## config.mk

```make
export PLATFORM = sky130hd
export DESIGN_NAME = tlk2711_link_gen_flat
export DESIGN_NICKNAME = d
export VERILOG_FILES = /design/src/rtl/tlk2711_link_gen_pkg.sv /design/src/rtl/tlk2711_link_gen_if.sv /design/src/rtl/tlk2711_prbs15.sv /design/src/rtl/tlk2711_link_gen.sv /design/src/flat_wrapper.sv
export SDC_FILE = /design/constraint.sdc
export NUM_CORES = 1
export LEC_CHECK = 0
export BUFFER_PORTS_ARGS = -buffer_cell sky130_fd_sc_hd__buf_2
export CORE_MARGIN = 2
export CORE_UTILIZATION = 59
export CTS_CLUSTER_DIAMETER = 150
export CTS_CLUSTER_SIZE = 30
export DETAILED_ROUTE_END_ITERATION = 6
export PLACE_DENSITY = 0.82
export SYNTH_ARGS = -nofsm -noshare
export SYNTH_HDL_FRONTEND = slang
export SYNTH_HIERARCHICAL = 1
export SYNTH_SLANG_ARGS = --single-unit
```

## constraint.sdc

```tcl
create_clock -name clk -period 4.1 [get_ports clk]
set_input_delay 0.82 -clock clk [delete_from_list [all_inputs] [get_ports clk]]
set_output_delay 0.82 -clock clk [all_outputs]
set_load 0.005 [all_outputs]
```

## src/rtl/tlk2711_link_gen_pkg.sv

```systemverilog
// Shared K-character word constants, generator FSM states and PRBS15 step function.
// The rx link path and rx checker use the same definitions.
package tlk2711_link_gen_pkg;

  localparam logic [15:0] K_IDLE_WORD = 16'hBC50;
  localparam logic [15:0] K_SOF_WORD  = 16'hFBFB;
  localparam logic [15:0] K_EOF_WORD  = 16'hFDFD;
  localparam logic [14:0] K_PRBS_SEED = 15'h7FFF;

  typedef enum logic [2:0] {
    ST_IDLE,
    ST_SOF,
    ST_HDR,
    ST_PAY,
    ST_CSUM,
    ST_EOF,
    ST_GAP
  } state_t;

  // One bus word together with its K flags.
  typedef struct packed {
    logic        kmsb;
    logic        klsb;
    logic [15:0] d;
  } word_t;

  // x^15 + x^14 + 1, shifting towards the MSB.
  function automatic logic [14:0] prbs15_next(input logic [14:0] s);
    return {s[13:0], s[14] ^ s[13]};
  endfunction

endpackage

```

## src/rtl/tlk2711_link_gen_if.sv

```systemverilog
// Control/config inputs and TLK2711 rx word bus of the link-partner generator.
interface tlk2711_link_gen_if #(
  parameter int unsigned LEN_WIDTH = 16
);
  logic                 i_start;
  logic                 i_stop;
  logic                 i_link_en;
  logic [LEN_WIDTH-1:0] i_payload_len;
  logic [LEN_WIDTH-1:0] i_frame_num;
  logic [LEN_WIDTH-1:0] i_gap_len;
  logic                 i_pattern;
  logic                 i_inject_err;
  logic                 o_2711_rkmsb;
  logic                 o_2711_rklsb;
  logic [15:0]          o_2711_rxd;
  logic                 o_busy;
  logic                 o_done;
  logic [LEN_WIDTH-1:0] o_frame_cnt;

  modport master (
    output i_start, i_stop, i_link_en, i_payload_len, i_frame_num, i_gap_len,
           i_pattern, i_inject_err,
    input  o_2711_rkmsb, o_2711_rklsb, o_2711_rxd, o_busy, o_done, o_frame_cnt
  );

  modport slave (
    input  i_start, i_stop, i_link_en, i_payload_len, i_frame_num, i_gap_len,
           i_pattern, i_inject_err,
    output o_2711_rkmsb, o_2711_rklsb, o_2711_rxd, o_busy, o_done, o_frame_cnt
  );
endinterface

```

## src/rtl/tlk2711_prbs15.sv

```systemverilog
// PRBS15 generator (x^15+x^14+1) with synchronous reseed; reseed has priority over enable.
module tlk2711_prbs15
  import tlk2711_link_gen_pkg::*;
#(
  parameter logic [14:0] SEED = K_PRBS_SEED
) (
  input  logic        clk,
  input  logic        rst,
  input  logic        en_i,
  input  logic        reseed_i,
  output logic [14:0] state_o
);

  logic [14:0] lfsr_q;

  always_ff @(posedge clk or negedge rst) begin
    if (!rst) begin
      lfsr_q <= SEED;
    end else if (reseed_i) begin
      lfsr_q <= SEED;
    end else if (en_i) begin
      lfsr_q <= prbs15_next(lfsr_q);
    end
  end

  assign state_o = lfsr_q;

endmodule

```

## src/rtl/tlk2711_link_gen.sv

```systemverilog
// Link-partner frame generator: drives framed SOF/HDR/PAY/CSUM/EOF traffic onto the
// TLK2711 rx word bus, one registered word per clock.
module tlk2711_link_gen
  import tlk2711_link_gen_pkg::*;
#(
  parameter int unsigned LEN_WIDTH = 16,
  parameter logic [15:0] IDLE_WORD = K_IDLE_WORD,
  parameter logic [15:0] SOF_WORD  = K_SOF_WORD,
  parameter logic [15:0] EOF_WORD  = K_EOF_WORD,
  parameter logic [14:0] PRBS_SEED = K_PRBS_SEED
) (
  input logic               clk,
  input logic               rst,
  tlk2711_link_gen_if.slave bus
);

  state_t               state_q;
  word_t                out_q;
  logic                 busy_q, done_q, stop_q, pat_q, inj_q;
  logic [LEN_WIDTH-1:0] frame_cnt_q, len_q, num_q, gap_q, cnt_q;
  logic [15:0]          sum_q, idx_q;
  logic [14:0]          lfsr;
  logic [15:0]          pay_word_d;
  logic [LEN_WIDTH-1:0] frame_cnt_d;
  logic                 last_frame_d;

  // The LFSR runs one word ahead: reseeded outside a frame, stepped once in SOF so
  // that the first payload word loaded from HDR is already the advanced value.
  tlk2711_prbs15 #(.SEED(PRBS_SEED)) u_prbs (
    .clk      (clk),
    .rst      (rst),
    .en_i     (state_q inside {ST_SOF, ST_HDR, ST_PAY}),
    .reseed_i (!(state_q inside {ST_SOF, ST_HDR, ST_PAY})),
    .state_o  (lfsr)
  );

  always_comb begin
    pay_word_d   = pat_q ? {1'b0, lfsr} : 16'(cnt_q);
    frame_cnt_d  = (frame_cnt_q == '1) ? frame_cnt_q : frame_cnt_q + LEN_WIDTH'(1);
    last_frame_d = ((num_q != '0) && (frame_cnt_q == num_q)) || stop_q || bus.i_stop;
  end

  always_ff @(posedge clk or negedge rst) begin
    if (!rst) begin
      state_q     <= ST_IDLE;
      out_q       <= '{kmsb: 1'b1, klsb: 1'b0, d: IDLE_WORD};
      busy_q      <= 1'b0;
      done_q      <= 1'b0;
      stop_q      <= 1'b0;
      pat_q       <= 1'b0;
      inj_q       <= 1'b0;
      frame_cnt_q <= '0;
      len_q       <= '0;
      num_q       <= '0;
      gap_q       <= '0;
      cnt_q       <= '0;
      sum_q       <= '0;
      idx_q       <= '0;
    end else begin
      done_q <= 1'b0;
      if (!bus.i_link_en) begin
        state_q <= ST_IDLE;
        out_q   <= '0;
        busy_q  <= 1'b0;
        stop_q  <= 1'b0;
      end else begin
        if (bus.i_stop && busy_q) stop_q <= 1'b1;
        unique case (state_q)
          ST_IDLE: begin
            out_q <= '{kmsb: 1'b1, klsb: 1'b0, d: IDLE_WORD};
            if (bus.i_start) begin
              len_q       <= bus.i_payload_len;
              num_q       <= bus.i_frame_num;
              gap_q       <= bus.i_gap_len;
              pat_q       <= bus.i_pattern;
              stop_q      <= bus.i_stop;
              frame_cnt_q <= '0;
              idx_q       <= '0;
              busy_q      <= 1'b1;
              state_q     <= ST_SOF;
              out_q       <= '{kmsb: 1'b1, klsb: 1'b1, d: SOF_WORD};
            end
          end
          ST_SOF: begin
            out_q   <= '{kmsb: 1'b0, klsb: 1'b0, d: idx_q};
            inj_q   <= bus.i_inject_err;
            sum_q   <= '0;
            cnt_q   <= '0;
            state_q <= ST_HDR;
          end
          ST_HDR, ST_PAY: begin
            if (cnt_q == len_q) begin
              out_q   <= '{kmsb: 1'b0, klsb: 1'b0, d: sum_q ^ {15'b0, inj_q}};
              state_q <= ST_CSUM;
            end else begin
              out_q   <= '{kmsb: 1'b0, klsb: 1'b0, d: pay_word_d};
              sum_q   <= sum_q + pay_word_d;
              cnt_q   <= cnt_q + LEN_WIDTH'(1);
              state_q <= ST_PAY;
            end
          end
          ST_CSUM: begin
            out_q       <= '{kmsb: 1'b1, klsb: 1'b1, d: EOF_WORD};
            frame_cnt_q <= frame_cnt_d;
            idx_q       <= idx_q + 16'd1;
            state_q     <= ST_EOF;
          end
          ST_EOF: begin
            if (last_frame_d) begin
              out_q   <= '{kmsb: 1'b1, klsb: 1'b0, d: IDLE_WORD};
              done_q  <= 1'b1;
              busy_q  <= 1'b0;
              stop_q  <= 1'b0;
              state_q <= ST_IDLE;
            end else if (gap_q == '0) begin
              out_q   <= '{kmsb: 1'b1, klsb: 1'b1, d: SOF_WORD};
              state_q <= ST_SOF;
            end else begin
              out_q   <= '{kmsb: 1'b1, klsb: 1'b0, d: IDLE_WORD};
              cnt_q   <= LEN_WIDTH'(1);
              state_q <= ST_GAP;
            end
          end
          ST_GAP: begin
            if (cnt_q == gap_q) begin
              out_q   <= '{kmsb: 1'b1, klsb: 1'b1, d: SOF_WORD};
              state_q <= ST_SOF;
            end else begin
              out_q <= '{kmsb: 1'b1, klsb: 1'b0, d: IDLE_WORD};
              cnt_q <= cnt_q + LEN_WIDTH'(1);
            end
          end
          default: state_q <= ST_IDLE;
        endcase
      end
    end
  end

  assign bus.o_2711_rkmsb = out_q.kmsb;
  assign bus.o_2711_rklsb = out_q.klsb;
  assign bus.o_2711_rxd   = out_q.d;
  assign bus.o_busy       = busy_q;
  assign bus.o_done       = done_q;
  assign bus.o_frame_cnt  = frame_cnt_q;

endmodule
```

## src/flat_wrapper.sv

```systemverilog
// flat-port wrapper written by rule: the top's interface ports become plain ports
module tlk2711_link_gen_flat import tlk2711_link_gen_pkg::*;
#(
  parameter int unsigned LEN_WIDTH = 16,
  parameter logic [15:0] IDLE_WORD = K_IDLE_WORD,
  parameter logic [15:0] SOF_WORD  = K_SOF_WORD,
  parameter logic [15:0] EOF_WORD  = K_EOF_WORD,
  parameter logic [14:0] PRBS_SEED = K_PRBS_SEED
)
  (clk, rst, bus_i_start, bus_i_stop, bus_i_link_en, bus_i_payload_len, bus_i_frame_num, bus_i_gap_len, bus_i_pattern, bus_i_inject_err, bus_o_2711_rkmsb, bus_o_2711_rklsb, bus_o_2711_rxd, bus_o_busy, bus_o_done, bus_o_frame_cnt);
  tlk2711_link_gen_if #(.LEN_WIDTH(LEN_WIDTH)) bus_i ();
  input logic clk;
  input logic rst;
  input wire logic [$bits(bus_i.i_start)-1:0] bus_i_start;
  input wire logic [$bits(bus_i.i_stop)-1:0] bus_i_stop;
  input wire logic [$bits(bus_i.i_link_en)-1:0] bus_i_link_en;
  input wire logic [$bits(bus_i.i_payload_len)-1:0] bus_i_payload_len;
  input wire logic [$bits(bus_i.i_frame_num)-1:0] bus_i_frame_num;
  input wire logic [$bits(bus_i.i_gap_len)-1:0] bus_i_gap_len;
  input wire logic [$bits(bus_i.i_pattern)-1:0] bus_i_pattern;
  input wire logic [$bits(bus_i.i_inject_err)-1:0] bus_i_inject_err;
  output wire logic [$bits(bus_i.o_2711_rkmsb)-1:0] bus_o_2711_rkmsb;
  output wire logic [$bits(bus_i.o_2711_rklsb)-1:0] bus_o_2711_rklsb;
  output wire logic [$bits(bus_i.o_2711_rxd)-1:0] bus_o_2711_rxd;
  output wire logic [$bits(bus_i.o_busy)-1:0] bus_o_busy;
  output wire logic [$bits(bus_i.o_done)-1:0] bus_o_done;
  output wire logic [$bits(bus_i.o_frame_cnt)-1:0] bus_o_frame_cnt;
  assign bus_i.i_start = bus_i_start;
  assign bus_i.i_stop = bus_i_stop;
  assign bus_i.i_link_en = bus_i_link_en;
  assign bus_i.i_payload_len = bus_i_payload_len;
  assign bus_i.i_frame_num = bus_i_frame_num;
  assign bus_i.i_gap_len = bus_i_gap_len;
  assign bus_i.i_pattern = bus_i_pattern;
  assign bus_i.i_inject_err = bus_i_inject_err;
  assign bus_o_2711_rkmsb = bus_i.o_2711_rkmsb;
  assign bus_o_2711_rklsb = bus_i.o_2711_rklsb;
  assign bus_o_2711_rxd = bus_i.o_2711_rxd;
  assign bus_o_busy = bus_i.o_busy;
  assign bus_o_done = bus_i.o_done;
  assign bus_o_frame_cnt = bus_i.o_frame_cnt;
  tlk2711_link_gen #(.LEN_WIDTH(LEN_WIDTH), .IDLE_WORD(IDLE_WORD), .SOF_WORD(SOF_WORD), .EOF_WORD(EOF_WORD), .PRBS_SEED(PRBS_SEED)) u_core (.clk(clk), .rst(rst), .bus(bus_i));
endmodule
```

### Word level (Yosys, flattened, before mapping)

Index checks and enable logic that the tools add are counted.
W data, S select, Z words.

| word-level totals | value |
|---|---|
| bits in registers | 153 |
| logic and storage cells | 103 |
| bits of input ports | 55 |

| operators by class | value |
|---|---|
| reduce and logical (&&, ||, !) cells | 20 |
| add/sub/neg operators | 4 |
| bitwise operators | 2 |
| multiplexer cells | 39 |
| equality and inequality tests | 21 |

Operator list:

| kind | count |
|---|---|
| $mux W16 | 9 |
| $pmux W18 S6 | 1 |
| $pmux W16 S2 | 3 |
| $pmux W16 S4 | 1 |
| $mux W17 | 3 |
| $add A16 B1 Y16 const B | 3 |
| $eq A16 B16 Y1 | 3 |
| $mux W18 | 2 |
| $mux W3 | 6 |
| $pmux W3 S6 | 1 |
| $add A16 B16 Y16 | 1 |
| $eq A16 B16 Y1 const B | 1 |
| $logic_not A16 Y1 | 1 |
| $reduce_bool A16 Y1 | 1 |
| $xor A16 B1 Y16 | 1 |
| $mux W15 | 1 |
| $ne A2 B2 Y1 const B | 6 |
| $reduce_and A3 Y1 | 4 |
| $mux W1 | 10 |
| $eq A3 B3 Y1 const B | 3 |
| $ne A7 B1 Y1 const B | 1 |
| $eq A3 B2 Y1 const B | 2 |
| $ne A3 B2 Y1 const B | 2 |
| $reduce_and A6 Y1 | 1 |
| other kinds (14) | 19 |

### Longest topological paths before layout

| logic depth | value |
|---|---|
| depth after elaboration | 7 |
| mapped depth | 12 |
| depth with buffers taken out | 10 |

### Cells and area by module

Netlist, hierarchy kept.

Modules (own cells, without submodules):

| module | cells each | times used | area each (sq um) |
|---|---|---|---|
| tlk2711_link_gen | 791 | 1 | 7,900.1 |
| tlk2711_prbs15 | 50 | 1 | 646.9 |

### Worst setup path after synthesis

No wires, ideal clock.

| timing path | value |
|---|---|
| kind | register to register |
| from | register u_core.pat_q |
| to | register u_core.sum_q[13] |
| path buffers | 2 |
| required time | 3.974 ns |
| data arrival time | 3.211 ns |
| setup slack | 0.763 ns |
| cell stages (with the launch flop) | 12 |
| period minus slack after synthesis | 3.337 ns |
| cell sequence | dfrtp_1 clkbuf_1 buf_1 mux2_2 ha_1 o21ai_0 o21bai_1 or4_1 a221oi_2 o21ai_1 mux2i_1 a221o_1 |

| on the way | value |
|---|---|
| word-level cells in the longest chain between the ends | 4 |

Ends and longest elaborated chain:

| item | line | text |
|---|---|---|
| start, declared | tlk2711_link_gen.sv:19 | `logic busy_q, done_q, stop_q, pat_q, inj_q;` |
| start signal, assigned | tlk2711_link_gen.sv:75 | `pat_q <= bus.i_pattern;` |
| $mux W16 | tlk2711_link_gen.sv:38 | `pay_word_d = pat_q ? {1'b0, lfsr} : 16'(cnt_q);` |
| $add A16 B16 Y16 | tlk2711_link_gen.sv:97 | `sum_q <= sum_q + pay_word_d;` |
| $mux W16 | tlk2711_link_gen.sv:92 | `if (cnt_q == len_q) begin` |
| $pmux W16 S2 | tlk2711_link_gen.sv:68 | `unique case (state_q)` |
| end signal, assigned | tlk2711_link_gen.sv:97 |  |
| end, declared | tlk2711_link_gen.sv:21 | `logic [15:0] sum_q, idx_q;` |

Every way passes these cells. The select of a mux whose other input is x is not followed.
A chain may end at the register's enable or synchronous reset.

### Final worst setup path

Ends and elaborated chain as after synthesis.

==> flow_summary.yaml <==
sta:
  worst_pin_slew_ps: 1136
  final-setup-viol-count: 0
  final-hold-violation-count: 0
  rsz0062_at_grt: "no"
  fin_skew_ps: 9.869
  slew_viol_final: 0
  fmax_mhz: 280.7
  setup_tns_ps: 0
  finalCritPeriodShare_pct: 86.89
  finalHoldWorstSlack_ps: 376.0
  period_needed_ps: 3563
  relSlewSlack_pct: 24.27
clocking:
  root_buffer: "clkbuf_16"
  cts_made_buffers: 17
  postCtsSetupBuffers: 0
  cts_hold_buf: 0
  cts.htree.levels: 4
  clock_latency_ps: 440
  cts_resized: 0
  cts_tree: "yes"
  cts_sinks: 153
  clk_pin_slew_ps: 60
  max-clock-path-buffers: 2
synthesis:
  yosys_warnings: 6
  postSynthAreaPerCell_um2: 10.16
  syn_area_mm2: 0.008547
  syn_nets: 915
  synth_top_area_share_pct: 38.06
  synth_seq_cells: 153
  async_reset_ff_share_pct: 100.0
  synth-seq-area-share_pct: 45.13
  synth_edf_count: 0
  synth_flop_cell: "dfrtp_1"
  synth_cell_types: 61
  yosys.area.top_type: "dfrtp_1"
  synth_area_leaders: "dfrtp_1, mux2_2, dfstp_2"
  synth_cells: 841
place:
  hpwl_um: 14770
  placement.io_buffers: 90
  gp_congestion: 0.8924
drt:
  first_iter_violations: 760
  vias: 6869
  wl_per_cell_um: 19.83
  routed_wl_um: 21710
  drcViolationCount: 0
  via_per_inst: 6.273
  antenna_left: 0
  dr.pass1.iters: 7
die:
  ios: 91
  std_cell_rows: 43
  die_w_um: 124.4
  die-area_mm2: 0.01547
  fp.dieH_um: 124.4
  initial_core_util_pct: 60.87
  core_area_mm2: 0.01404
worst_setup_path:
  critical_path_class: "flip-flop to flip-flop"
  cp.arrival_ps: 3880
  cp_max_fo: 18
  cp_data_required_time_ps: 4420
  worstSetupStartpointType: "flip-flop"
  cp-end-kind: "flip-flop"
power_and_ir_drop:
  p_per_area_mw_per_mm2: 602.3
  ir_worst_vdd_uv: 402.0
  power_leakage_uw: 0.004325
grt:
  antenna_found_initial: 0
  grt_pass1_wl_um: 34830
  grt_pass1_vias: 6608
  grt_max_degree: 67
  grt_remaining_overflow: 0
  grt_usage_pct: 28.32
cells_and_area:
  nets: 976
  fin_util_pct: 68.22
  antenna_cells: 0
  layout_commonest_cell: "dfrtp_1"
  layout_common_cells: "dfrtp_1, nand2_1, buf_2, mux2_2, xor2_1"
  drive_gt1_share_pct: 24.92
  area_growth_pct: 12.08
hold_path:
  hold_class: "input pin to asynchronous set/reset pin"
flow_run:
  cap_violations: 0
outcome:
  status: "complete, no violations"
stage by stage:
| step | std cells | power [µW] | setup slack, ps | instance area, µm² |
|---|---|---|---|---|
| CTS | 1095 | 5736 | 633.4 | 9579 |
| finish | 1095 | 5769 | 537.4 | 9579 |
| floorplan | 841 | 3662 | 762.7 | 8547 |
| global route | 1095 | 6067 | 398.8 | 9579 |
| global placement | 1063 | 4088 | 801.2 | 8989 |
| detailed placement | 1063 | 4142 | 672.5 | 8989 |
metal layers:
metal | share of wire [%] | track usage, % | wire [µm]
met1 | 43 | 38.95 | 9398
met2 | 47 | 43.20 | 10170
met3 | 6.9 | 6.529 | 1497
met4 | 3.0 | 12.23 | 642
met5 | 0 | 0 | 0
critical path: stages (launching register included):
cell and delay [ps]:
dfrtp_1 610, o21ai_0 570, ha_1 370, a211oi_1 250
o21bai_1 130, or4_1 460, a221oi_2 420, o21ai_1 200
mux2i_1 150, a221o_1 290
final timing paths:
| kind | to | cells past startpoint | slack [ps] | startpoint |
|---|---|---|---|---|
| min in group clk | u_core/bus.o_2711_rxd[11] | 2 | 480 | u_core/bus.o_2711_rxd[11] |
| min reg2reg | u_core/bus.o_2711_rxd[11] | 2 | 480 | u_core/bus.o_2711_rxd[11] |
| max in group asynchronous | u_core/bus.o_2711_rxd[13] | 2 | 2860 | rst |
| min | u_core/bus.o_2711_rxd[3] | 1 | 380 | rst |
| max reg2reg | u_core/sum_q[13] | 9 | 540 | u_core/pat_q |
| max | u_core/sum_q[13] | 9 | 540 | u_core/pat_q |
cells by family (layout without fill, tap and decap cells):
logic type      count (synthesis)  count (layout)  share of synthesized area [%]
xor+xnor                       77              77                          7.890
compound gates                147             147                          11.95
buf+inv                        67             141                          4.377
fa+ha+maj                      19              19                          2.869
mux                            84              84                          10.80
flops                         153             153                          45.13
simple gates                  294             294                          16.98
where the power goes:
group,internal (µW),switching (µW),total (µW)
Sequential,1870,389,2260
Clock,945,628,1570
Combinational,906,1030,1940
sequential cells by signal, summed over array words and instances, names as in the netlist:
signal,flops
u_core/bus.o_busy,1
u_core/bus.o_done,1
u_core/bus.o_2711_rklsb,1
u_core/bus.o_2711_rxd,16
u_core/sum_q,16
u_core/len_q,16
u_core/u_prbs/state_o,15
u_core/pat_q,1
u_core/gap_q,16
u_core/stop_q,1
u_core/num_q,16
u_core/cnt_q,16
u_core/inj_q,1
u_core/bus.o_frame_cnt,16
u_core/idx_q,16
u_core/bus.o_2711_rkmsb,1
u_core/state_q,3
cells in the mapped netlist (2+ instances only):
cell type,instances
dfrtp_1,130
nand2_1,93
mux2_2,66
nor2_1,48
xor2_1,48
o21ai_0,44
nand3_1,37
a21oi_1,30
xnor2_1,29
dfstp_2,23
clkbuf_1,20
buf_2,19
nand4_1,19
nor3_1,19
ha_1,18
mux2i_1,18
nor4_1,18
a221o_1,17
and3_1,16
inv_1,11
or3_1,11
a22o_1,10
buf_6,10
nand2b_1,10
a21o_1,7
a222oi_1,6
nor2b_1,6
o31ai_1,6
a32oi_1,3
o211ai_1,3
o21ai_1,3
o21bai_1,3
or2_2,3
a211oi_1,2
a21boi_0,2
and2_1,2
and4_1,2
buf_1,2
buf_4,2
clkinv_1,2
o21a_1,2
or4_1,2
layout make-up:
type / instances / area, µm²
timing repair buffer: 96 / 526.8
inverter: 13 / 48.80
multi-input combinational: 621 / 4330
sequential: 153 / 3857
clock inverter: 10 / 116.4
clock buffer: 22 / 474.2
fill: 1041 / 4463
tap: 180 / 225.2
Power figures use the tool's default switching activity.
